### src/rtl/alb_mss_mem_ibp_arb_pkg.sv
// Shared constants and helpers for the two-port IBP memory arbiter.
//   ALB_MSS_MEM_ARB_NPORT : number of upstream IBP ports (2)
//   IdW                   : width of a port ID held in the order queues (1)
//   DataW / MaskW         : IBP data and byte-mask widths (128 / 16)
package alb_mss_mem_ibp_arb_pkg;

  localparam int unsigned ALB_MSS_MEM_ARB_NPORT = 2;
  localparam int unsigned IdW                   = 1;
  localparam int unsigned DataW                 = 128;
  localparam int unsigned MaskW                 = 16;

  typedef logic [IdW-1:0] port_id_t;

  // Winner selection: a lone eligible port wins, a tie goes to the preferred port.
  function automatic port_id_t arb_pick(input logic [ALB_MSS_MEM_ARB_NPORT-1:0] elig,
                                        input port_id_t                         pref);
    if (elig[0] && elig[1]) begin
      return pref;
    end else if (elig[1]) begin
      return 1'b1;
    end else begin
      return 1'b0;
    end
  endfunction

endpackage

### src/rtl/alb_mss_mem_arb_idq.sv
// In-order queue of port IDs, one entry per outstanding transaction on one channel.
//   clk, rst_b      : clock, asynchronous active-low reset (queue empties at once)
//   push, push_id   : enqueue the ID of a granted command
//   pop             : dequeue on the response handshake (ignored when empty)
//   full, empty     : occupancy flags
//   head            : ID of the oldest outstanding transaction
module alb_mss_mem_arb_idq
  import alb_mss_mem_ibp_arb_pkg::*;
#(
  parameter int unsigned Depth = 4
) (
  input  logic     clk,
  input  logic     rst_b,
  input  logic     push,
  input  port_id_t push_id,
  input  logic     pop,
  output logic     full,
  output logic     empty,
  output port_id_t head
);

  localparam int unsigned PtrW = (Depth > 1) ? $clog2(Depth) : 1;
  localparam int unsigned CntW = $clog2(Depth + 1);

  port_id_t        mem_q [Depth];
  logic [PtrW-1:0] wr_ptr_q, rd_ptr_q;
  logic [CntW-1:0] cnt_q;
  logic            do_push, do_pop;

  assign full    = (cnt_q == CntW'(Depth));
  assign empty   = (cnt_q == '0);
  assign head    = mem_q[rd_ptr_q];
  assign do_push = push & ~full;
  assign do_pop  = pop & ~empty;

  // Depth is a power of two, so the pointers wrap naturally.
  always_ff @(posedge clk or negedge rst_b) begin
    if (!rst_b) begin
      wr_ptr_q <= '0;
      rd_ptr_q <= '0;
      cnt_q    <= '0;
    end else begin
      if (do_push) wr_ptr_q <= wr_ptr_q + 1'b1;
      if (do_pop)  rd_ptr_q <= rd_ptr_q + 1'b1;
      case ({do_push, do_pop})
        2'b10:   cnt_q <= cnt_q + 1'b1;
        2'b01:   cnt_q <= cnt_q - 1'b1;
        default: cnt_q <= cnt_q;
      endcase
    end
  end

  always_ff @(posedge clk) begin
    if (do_push) mem_q[wr_ptr_q] <= push_id;
  end

endmodule

### src/rtl/alb_mss_mem_ibp_arb.sv
// Two-port IBP arbiter in front of one single-port memory controller.
// Grants one single-beat command per cycle (write command and data move together),
// records the grantee in per-channel order queues and steers in-order read and
// write responses back to the originating port.
//   clk, rst_b : clock, asynchronous active-low reset
//   p0_* / p1_*: upstream IBP ports (cmd, wr data, rd response, wr response)
//   m_*        : downstream IBP port towards the memory controller
// Parameters: a_w (address width), OUTST (outstanding reads / writes, power of 2).
// Build option: ALB_MSS_MEM_ARB_FIXED_PRIO_EN makes port 0 win every tie and
// removes the round-robin pointer.
module alb_mss_mem_ibp_arb
  import alb_mss_mem_ibp_arb_pkg::*;
#(
  parameter int unsigned a_w   = 32,
  parameter int unsigned OUTST = 4
) (
  input  logic             clk,
  input  logic             rst_b,
  // port 0
  input  logic             p0_cmd_valid,
  input  logic             p0_cmd_read,
  input  logic             p0_cmd_wrap,
  input  logic             p0_cmd_nonsec,
  input  logic [a_w-1:0]   p0_cmd_addr,
  input  logic [2:0]       p0_cmd_data_size,
  input  logic [3:0]       p0_cmd_burst_size,
  output logic             p0_cmd_accept,
  input  logic             p0_wr_valid,
  input  logic             p0_wr_last,
  input  logic [DataW-1:0] p0_wr_data,
  input  logic [MaskW-1:0] p0_wr_mask,
  output logic             p0_wr_accept,
  output logic             p0_rd_valid,
  output logic             p0_rd_last,
  output logic             p0_rd_excl_ok,
  output logic             p0_err_rd,
  output logic [DataW-1:0] p0_rd_data,
  input  logic             p0_rd_accept,
  output logic             p0_wr_done,
  output logic             p0_wr_excl_done,
  output logic             p0_err_wr,
  input  logic             p0_wr_resp_accept,
  // port 1
  input  logic             p1_cmd_valid,
  input  logic             p1_cmd_read,
  input  logic             p1_cmd_wrap,
  input  logic             p1_cmd_nonsec,
  input  logic [a_w-1:0]   p1_cmd_addr,
  input  logic [2:0]       p1_cmd_data_size,
  input  logic [3:0]       p1_cmd_burst_size,
  output logic             p1_cmd_accept,
  input  logic             p1_wr_valid,
  input  logic             p1_wr_last,
  input  logic [DataW-1:0] p1_wr_data,
  input  logic [MaskW-1:0] p1_wr_mask,
  output logic             p1_wr_accept,
  output logic             p1_rd_valid,
  output logic             p1_rd_last,
  output logic             p1_rd_excl_ok,
  output logic             p1_err_rd,
  output logic [DataW-1:0] p1_rd_data,
  input  logic             p1_rd_accept,
  output logic             p1_wr_done,
  output logic             p1_wr_excl_done,
  output logic             p1_err_wr,
  input  logic             p1_wr_resp_accept,
  // downstream
  output logic             m_cmd_valid,
  output logic             m_cmd_read,
  output logic             m_cmd_wrap,
  output logic             m_cmd_nonsec,
  output logic [a_w-1:0]   m_cmd_addr,
  output logic [2:0]       m_cmd_data_size,
  output logic [3:0]       m_cmd_burst_size,
  input  logic             m_cmd_accept,
  output logic             m_wr_valid,
  output logic             m_wr_last,
  output logic [DataW-1:0] m_wr_data,
  output logic [MaskW-1:0] m_wr_mask,
  input  logic             m_wr_accept,
  input  logic             m_rd_valid,
  input  logic             m_rd_last,
  input  logic             m_rd_excl_ok,
  input  logic             m_err_rd,
  input  logic [DataW-1:0] m_rd_data,
  output logic             m_rd_accept,
  input  logic             m_wr_done,
  input  logic             m_wr_excl_done,
  input  logic             m_err_wr,
  output logic             m_wr_resp_accept
);

  logic [1:0] cmd_valid, cmd_read, wr_valid;
  logic [1:0] elig_rd, elig_wr, elig;
  logic       rdq_full, rdq_empty, wrq_full, wrq_empty;
  port_id_t   rdq_head, wrq_head;
  port_id_t   winner, pref;
  logic       win_wr, cmd_hs, take;
  logic       rd_resp, wr_resp, rd_pop, wr_pop;
  logic [1:0] rd_sel, wr_sel;

  assign cmd_valid = {p1_cmd_valid, p0_cmd_valid};
  assign cmd_read  = {p1_cmd_read, p0_cmd_read};
  assign wr_valid  = {p1_wr_valid, p0_wr_valid};

  // A full queue only blocks its own channel.
  assign elig_rd = cmd_valid & cmd_read & {2{~rdq_full}};
  assign elig_wr = cmd_valid & ~cmd_read & wr_valid & {2{~wrq_full}};
  assign elig    = elig_rd | elig_wr;

  assign winner  = arb_pick(elig, pref);
  assign win_wr  = elig_wr[winner];

  assign m_cmd_valid = |elig;
  assign m_wr_valid  = m_cmd_valid & win_wr;
  assign cmd_hs      = m_cmd_valid & m_cmd_accept;
  // A write is only taken when command and data are accepted in the same cycle.
  assign take        = cmd_hs & (~win_wr | m_wr_accept);

  assign p0_cmd_accept = take & (winner == 1'b0);
  assign p1_cmd_accept = take & (winner == 1'b1);
  assign p0_wr_accept  = take & win_wr & (winner == 1'b0);
  assign p1_wr_accept  = take & win_wr & (winner == 1'b1);

  always_comb begin
    m_cmd_read       = p0_cmd_read;
    m_cmd_wrap       = p0_cmd_wrap;
    m_cmd_nonsec     = p0_cmd_nonsec;
    m_cmd_addr       = p0_cmd_addr;
    m_cmd_data_size  = p0_cmd_data_size;
    m_cmd_burst_size = p0_cmd_burst_size;
    m_wr_last        = p0_wr_last;
    m_wr_data        = p0_wr_data;
    m_wr_mask        = p0_wr_mask;
    if (winner == 1'b1) begin
      m_cmd_read       = p1_cmd_read;
      m_cmd_wrap       = p1_cmd_wrap;
      m_cmd_nonsec     = p1_cmd_nonsec;
      m_cmd_addr       = p1_cmd_addr;
      m_cmd_data_size  = p1_cmd_data_size;
      m_cmd_burst_size = p1_cmd_burst_size;
      m_wr_last        = p1_wr_last;
      m_wr_data        = p1_wr_data;
      m_wr_mask        = p1_wr_mask;
    end
  end

`ifdef ALB_MSS_MEM_ARB_FIXED_PRIO_EN
  assign pref = 1'b0;
`else
  port_id_t pref_q, pref_d;

  // After any command handshake the loser becomes the preferred port.
  always_comb begin
    pref_d = pref_q;
    if (cmd_hs) pref_d = ~winner;
  end

  always_ff @(posedge clk or negedge rst_b) begin
    if (!rst_b) pref_q <= 1'b0;
    else        pref_q <= pref_d;
  end

  assign pref = pref_q;
`endif

  // Response handshakes; a response with an empty queue is accepted and dropped.
  assign rd_resp          = m_rd_valid | m_err_rd;
  assign wr_resp          = m_wr_done | m_err_wr;
  assign m_rd_accept      = rdq_empty | ((rdq_head == 1'b1) ? p1_rd_accept : p0_rd_accept);
  assign m_wr_resp_accept = wrq_empty |
                            ((wrq_head == 1'b1) ? p1_wr_resp_accept : p0_wr_resp_accept);
  assign rd_pop           = rd_resp & m_rd_accept & ~rdq_empty;
  assign wr_pop           = wr_resp & m_wr_resp_accept & ~wrq_empty;

  assign rd_sel[0] = ~rdq_empty & (rdq_head == 1'b0);
  assign rd_sel[1] = ~rdq_empty & (rdq_head == 1'b1);
  assign wr_sel[0] = ~wrq_empty & (wrq_head == 1'b0);
  assign wr_sel[1] = ~wrq_empty & (wrq_head == 1'b1);

  assign p0_rd_valid     = rd_sel[0] & m_rd_valid;
  assign p0_rd_last      = rd_sel[0] & m_rd_last;
  assign p0_rd_excl_ok   = rd_sel[0] & m_rd_excl_ok;
  assign p0_err_rd       = rd_sel[0] & m_err_rd;
  assign p0_rd_data      = rd_sel[0] ? m_rd_data : '0;
  assign p1_rd_valid     = rd_sel[1] & m_rd_valid;
  assign p1_rd_last      = rd_sel[1] & m_rd_last;
  assign p1_rd_excl_ok   = rd_sel[1] & m_rd_excl_ok;
  assign p1_err_rd       = rd_sel[1] & m_err_rd;
  assign p1_rd_data      = rd_sel[1] ? m_rd_data : '0;

  assign p0_wr_done      = wr_sel[0] & m_wr_done;
  assign p0_wr_excl_done = wr_sel[0] & m_wr_excl_done;
  assign p0_err_wr       = wr_sel[0] & m_err_wr;
  assign p1_wr_done      = wr_sel[1] & m_wr_done;
  assign p1_wr_excl_done = wr_sel[1] & m_wr_excl_done;
  assign p1_err_wr       = wr_sel[1] & m_err_wr;

  alb_mss_mem_arb_idq #(
    .Depth (OUTST)
  ) u_rd_idq (
    .clk     (clk),
    .rst_b   (rst_b),
    .push    (take & ~win_wr),
    .push_id (winner),
    .pop     (rd_pop),
    .full    (rdq_full),
    .empty   (rdq_empty),
    .head    (rdq_head)
  );

  alb_mss_mem_arb_idq #(
    .Depth (OUTST)
  ) u_wr_idq (
    .clk     (clk),
    .rst_b   (rst_b),
    .push    (take & win_wr),
    .push_id (winner),
    .pop     (wr_pop),
    .full    (wrq_full),
    .empty   (wrq_empty),
    .head    (wrq_head)
  );

  // Protocol checks: orphan responses and multi-beat writes.
  always_ff @(posedge clk) begin
    if (rst_b) begin
      assert (!(rd_resp && rdq_empty)) else $error("read response with no outstanding read");
      assert (!(wr_resp && wrq_empty)) else $error("write response with no outstanding write");
      assert (!(take && win_wr && !m_wr_last)) else $error("multi-beat write not supported");
    end
  end

endmodule

### config.mk
export PLATFORM = sky130hd
export DESIGN_NAME = alb_mss_mem_ibp_arb
export DESIGN_NICKNAME = d
export VERILOG_FILES = /design/src/rtl/alb_mss_mem_ibp_arb_pkg.sv /design/src/rtl/alb_mss_mem_arb_idq.sv /design/src/rtl/alb_mss_mem_ibp_arb.sv
export SDC_FILE = /design/constraint.sdc
export NUM_CORES = 1
export LEC_CHECK = 0
export CAP_MARGIN = 20
export CORE_AREA = 3 3 384 386
export DETAILED_ROUTE_END_ITERATION = 16
export DIE_AREA = 0 0 387 389
export PLACE_DENSITY_LB_ADDON = 0.12
export SYNTH_ARGS = -nofsm -noshare
export SYNTH_HDL_FRONTEND = slang
export SYNTH_SLANG_ARGS = --single-unit
### constraint.sdc
create_clock -name clk -period 5.1 [get_ports clk]
set_input_delay 1.02 -clock clk [delete_from_list [all_inputs] [get_ports clk]]
set_output_delay 1.02 -clock clk [all_outputs]
set_load 0.005 [all_outputs]
==> results.txt <==
The count of final setup violators is 0. For the worst setup path, the data arrival time is 3760 ps. The starting density of the core is 4.08%. The final layout net count came out at roughly 2100. At the pin with the least slew margin, the transition time is between 800 and 900 ps. The number of post-CTS setup repair buffers is 0. The post-route netlist has 14.9% of its cells at a drive strength greater than 1. The total number of placement rows came out at between 100 and 150. The relative slew slack came out at 43.9%.

The worst setup path is captured at a primary output. The number of vias after detailed routing is slightly below 9000. The total number of H-tree levels is 1. The maximum buffer depth of the clock tree is 2. Synthesis produced a netlist whose cell count is 644. The end of the worst register-to-register path is u_rd_idq.cnt_q[2]. The number of sinks driven by the clock tree came out at 23.

The number of endpoints with negative hold slack in the final report came to 0. In the global route stage, overall resource usage came out at about 8.1%. Relative to the synthesized area, the layout overhead comes to 211%. Among all flip-flop cells after synthesis, the most frequent one is sky130_fd_sc_hd__dfrtp_1.

The largest net degree at the start of global routing is approximately 130. In this run the clock root is driven by a sky130_fd_sc_hd__clkbuf_16. The die span in y came out at between 300 and 400 um.

The final antenna-violating net count came out at 0. The latest clock arrival within the worst-skew pair came out at 260 ps. The startpoint identified for the worst hold timing path is u_wr_idq.rd_ptr_q[1]. The number of different library cells used by synthesis comes to 36. The flop-to-flop setup slack came out at 1760 ps. The leakage power summed over all cells is between 6 and 7 nW. For this run, the share of the core covered by cells in the final layout is roughly 13%.

A synthesized cell averages 9.12 sq um. The post-detailed-route via-to-cell ratio came out at 2.47. The share of synthesized area occupied by flip-flops and latches came out at approximately a tenth. The iteration-0 DRC count of the detailed router is 209.

The number of buffers inserted during clock tree synthesis came out at 3. The number of primary I/O pins came out at 986. The final weighted congestion in routability-driven placement came out at 0.838. The final hold slack is 479 ps. The worst register-to-register path begins at u_rd_idq.rd_ptr_q[0]. The critical path in this run is classified as input port to primary output.

The instance count after placement with tap cells included is 3499. For this design, the CTS-stage hold fixing added 0 buffers. The number of standard cells in the final layout excluding fillers is 3511. The number of max-cap violations is 0.

VDD sags by at most 222 uV. The post-route clock skew came out at just over 5 ps. TritonCTS built the clock tree. The net count after synthesis is around 1200. The final wirelength is 65700 um. The number of slew-limit violations in the final report came out at 0.

The total iterations of the first detailed-routing run is 4. The period utilization came out at 93.8%. The Yosys warning count came out at 0. The via count of the first global-routing pass is 9167. The first-pass GRT wire length is 85500 um.

Adding up every negative setup slack in the final design gives 0 ps. The clock edge transition at the registers on the reported setup and hold paths is 60 ps. After clock tree synthesis, the repair step resized 0 gates. The initial antenna violation count is 12. The min-delay analysis places its worst path in the category flip-flop to flip-flop. The floorplan die area is 151000 sq um. The remaining global-route overflow came out at 0.

The region available for standard cell placement spans roughly 140000 sq um. The floorplan die width is roughly 390 um. The endpoint required time on the critical path came out at roughly 4000 ps. The final period demand of the worst path is 4780 ps. The run finished with clean final reports.

Counting cells, the worst reg-to-reg path comes to 11. Detailed placement ended at an HPWL of 58600 um. Dividing the detail-routed wire length by the instance count gives roughly 19 um.

For this design the ratio of total power to cell area is 321 nW/um^2. The worst setup path is launched from an input port. The power after layout came out at roughly 0.0059 W. Buffers placed on the I/O ports in this run total 985. Timing would allow up to between 200 and 250 MHz. After detailed routing, the number of remaining DRC violations is 0.

The maximum fanout count along the critical path is 19. The number of synthesized register bits came out at 23. The most critical setup path has its endpoint at m_wr_data[120].

The most critical setup path has its startpoint at p0_cmd_valid. Setup repair after global routing left no endpoint under its margin. The mapped cell area came out at 5870 sq um. The fraction of registers with async set or reset after synthesis came out at around two thirds.

Yosys mapped a number of flops with a built-in enable equal to 8.
[metal layers]
metal	vias to the layer above	global-route usage, %	share of wire (%)
met4	6	0.624	0.72
met3	25	1.88	6.2
met5	-	0	0.059
met1	4027	8.99	38
li1	4185	-	-
met2	426	15.9	55
[how the worst min path moves through the flow]
stage	to	slack, ps	cells after the start
after CTS	u_wr_idq.rd_ptr_q[1]	480	1
after detailed placement	u_wr_idq.rd_ptr_q[1]	470	1
after floorplan	u_rd_idq.rd_ptr_q[1]	450	1
final	u_wr_idq.rd_ptr_q[1]	480	1
after global routing	u_rd_idq.rd_ptr_q[1]	510	1
after global placement	u_wr_idq.rd_ptr_q[1]	480	1
[flip-flops by register name, indices dropped and copies added, names as in the netlist]
name,count
u_rd_idq.mem_q,4
u_wr_idq.mem_q,4
u_rd_idq.cnt_q,3
u_wr_idq.cnt_q,3
u_rd_idq.rd_ptr_q,2
u_rd_idq.wr_ptr_q,2
u_wr_idq.rd_ptr_q,2
u_wr_idq.wr_ptr_q,2
pref,1
[per-stage QoR]
| step | setup WS, ps | instance area [sq um] |
|---|---|---|
| after floorplan | 1750 | 5870 |
| after global placement | 222 | 18200 |
| after detailed placement | 263 | 18200 |
| after CTS | 247 | 18200 |
| after global routing | 129 | 18200 |
| final | 316 | 18300 |
[where the power goes]
| group | total, W | leakage (nW) | switching (W) | internal, W |
|---|---|---|---|---|
| clock network | 0.000171 | 0.0382 | 0.0000645 | 0.000107 |
| registers | 0.000337 | 0.248 | 0.0000731 | 0.000264 |
| logic | 0.00535 | 6.64 | 0.00216 | 0.00319 |
[synthesized netlist by cell type (2+ instances only)]
| master | count | share of area [%] |
|---|---|---|
| sky130_fd_sc_hd__dfrtp_1 | 15 | 6.4 |
| sky130_fd_sc_hd__ha_1 | 10 | 2.1 |
| sky130_fd_sc_hd__and3_1 | 136 | 14 |
| sky130_fd_sc_hd__nand2_1 | 10 | 0.64 |
| sky130_fd_sc_hd__and2_1 | 140 | 15 |
| sky130_fd_sc_hd__nor2_1 | 10 | 0.64 |
| sky130_fd_sc_hd__nor3b_1 | 2 | 0.26 |
| sky130_fd_sc_hd__a21oi_1 | 2 | 0.17 |
| sky130_fd_sc_hd__xnor2_1 | 6 | 0.89 |
| sky130_fd_sc_hd__mux2_2 | 90 | 17 |
| sky130_fd_sc_hd__inv_1 | 13 | 0.83 |
| sky130_fd_sc_hd__mux4_2 | 2 | 0.77 |
| sky130_fd_sc_hd__or3_1 | 2 | 0.21 |
| sky130_fd_sc_hd__xor2_1 | 6 | 0.89 |
| sky130_fd_sc_hd__o21ai_0 | 4 | 0.34 |
| sky130_fd_sc_hd__buf_6 | 12 | 2.3 |
| sky130_fd_sc_hd__buf_2 | 10 | 0.85 |
| sky130_fd_sc_hd__fa_1 | 2 | 0.68 |
| sky130_fd_sc_hd__and2_2 | 4 | 0.51 |
| sky130_fd_sc_hd__clkbuf_1 | 42 | 2.7 |
| sky130_fd_sc_hd__nor3_1 | 5 | 0.43 |
| sky130_fd_sc_hd__mux2i_1 | 2 | 0.34 |
| sky130_fd_sc_hd__edfxtp_1 | 8 | 4.1 |
| sky130_fd_sc_hd__mux2_4 | 99 | 25 |
[area by class of cell]
| class | instances | area, sq um |
|---|---|---|
| repair buffers | 1017 | 10200 |
| clock buffers | 4 | 78.8 |
| well taps | 1903 | 2380 |
| diodes | 8 | 20.0 |
| flip-flops and latches | 23 | 616 |
| multi-input cells | 543 | 4870 |
| fillers | 16400 | 126000 |
| inverters | 13 | 48.8 |
[cell families (layout without fill, tap and decap cells)]
family / count (synthesis) / count (layout) / synth area share, %
AO/OA/AOI/OAI: 10 / 10 / 1.13
XOR/XNOR: 12 / 12 / 1.79
adder cells (fa/ha/maj): 12 / 12 / 2.81
buffers and inverters: 78 / 1034 / 6.80
flip-flops: 23 / 23 / 10.5
multiplexers: 193 / 193 / 43.7
other: 0 / 8 / 0
AND/OR/NAND/NOR: 316 / 316 / 33.3
[cells in the final DEF, fill, tap and decap left out, types with 2 or more instances in the layout]
cell type / Yosys / final
sky130_fd_sc_hd__clkbuf_16: 0 / 3
sky130_fd_sc_hd__ha_1: 10 / 10
sky130_fd_sc_hd__xnor2_1: 6 / 6
sky130_fd_sc_hd__nor2_1: 10 / 9
sky130_fd_sc_hd__mux2i_1: 2 / 2
sky130_fd_sc_hd__nand2_1: 10 / 10
sky130_fd_sc_hd__inv_1: 13 / 13
sky130_fd_sc_hd__buf_4: 1 / 23
sky130_fd_sc_hd__and2_1: 140 / 140
sky130_fd_sc_hd__nor3_1: 5 / 5
sky130_fd_sc_hd__and2_2: 4 / 4
sky130_fd_sc_hd__and3_1: 136 / 136
sky130_fd_sc_hd__nor3b_1: 2 / 2
sky130_fd_sc_hd__or3_1: 2 / 2
sky130_fd_sc_hd__fa_1: 2 / 2
sky130_fd_sc_hd__clkdlybuf4s50_1: 0 / 983
sky130_fd_sc_hd__edfxtp_1: 8 / 8
sky130_fd_sc_hd__o21ai_0: 4 / 4
sky130_fd_sc_hd__dfrtp_1: 15 / 15
sky130_fd_sc_hd__a21oi_1: 2 / 2
sky130_fd_sc_hd__xor2_1: 6 / 6
sky130_fd_sc_hd__mux2_2: 90 / 90
sky130_fd_sc_hd__mux2_4: 99 / 99
sky130_fd_sc_hd__diode_2: 0 / 8
sky130_fd_sc_hd__buf_12: 0 / 11
[worst max-delay path, stage by stage]
cell                              delay [ps]
sky130_fd_sc_hd__clkdlybuf4s50_1         480
sky130_fd_sc_hd__nand2_1                  80
sky130_fd_sc_hd__o32ai_1                 300
sky130_fd_sc_hd__nor2b_1                 220
sky130_fd_sc_hd__or2_4                   410
sky130_fd_sc_hd__buf_12                  240
sky130_fd_sc_hd__buf_4                   170
sky130_fd_sc_hd__mux2_2                  330
sky130_fd_sc_hd__clkdlybuf4s50_1         450
Power figures use the tool's default switching activity.
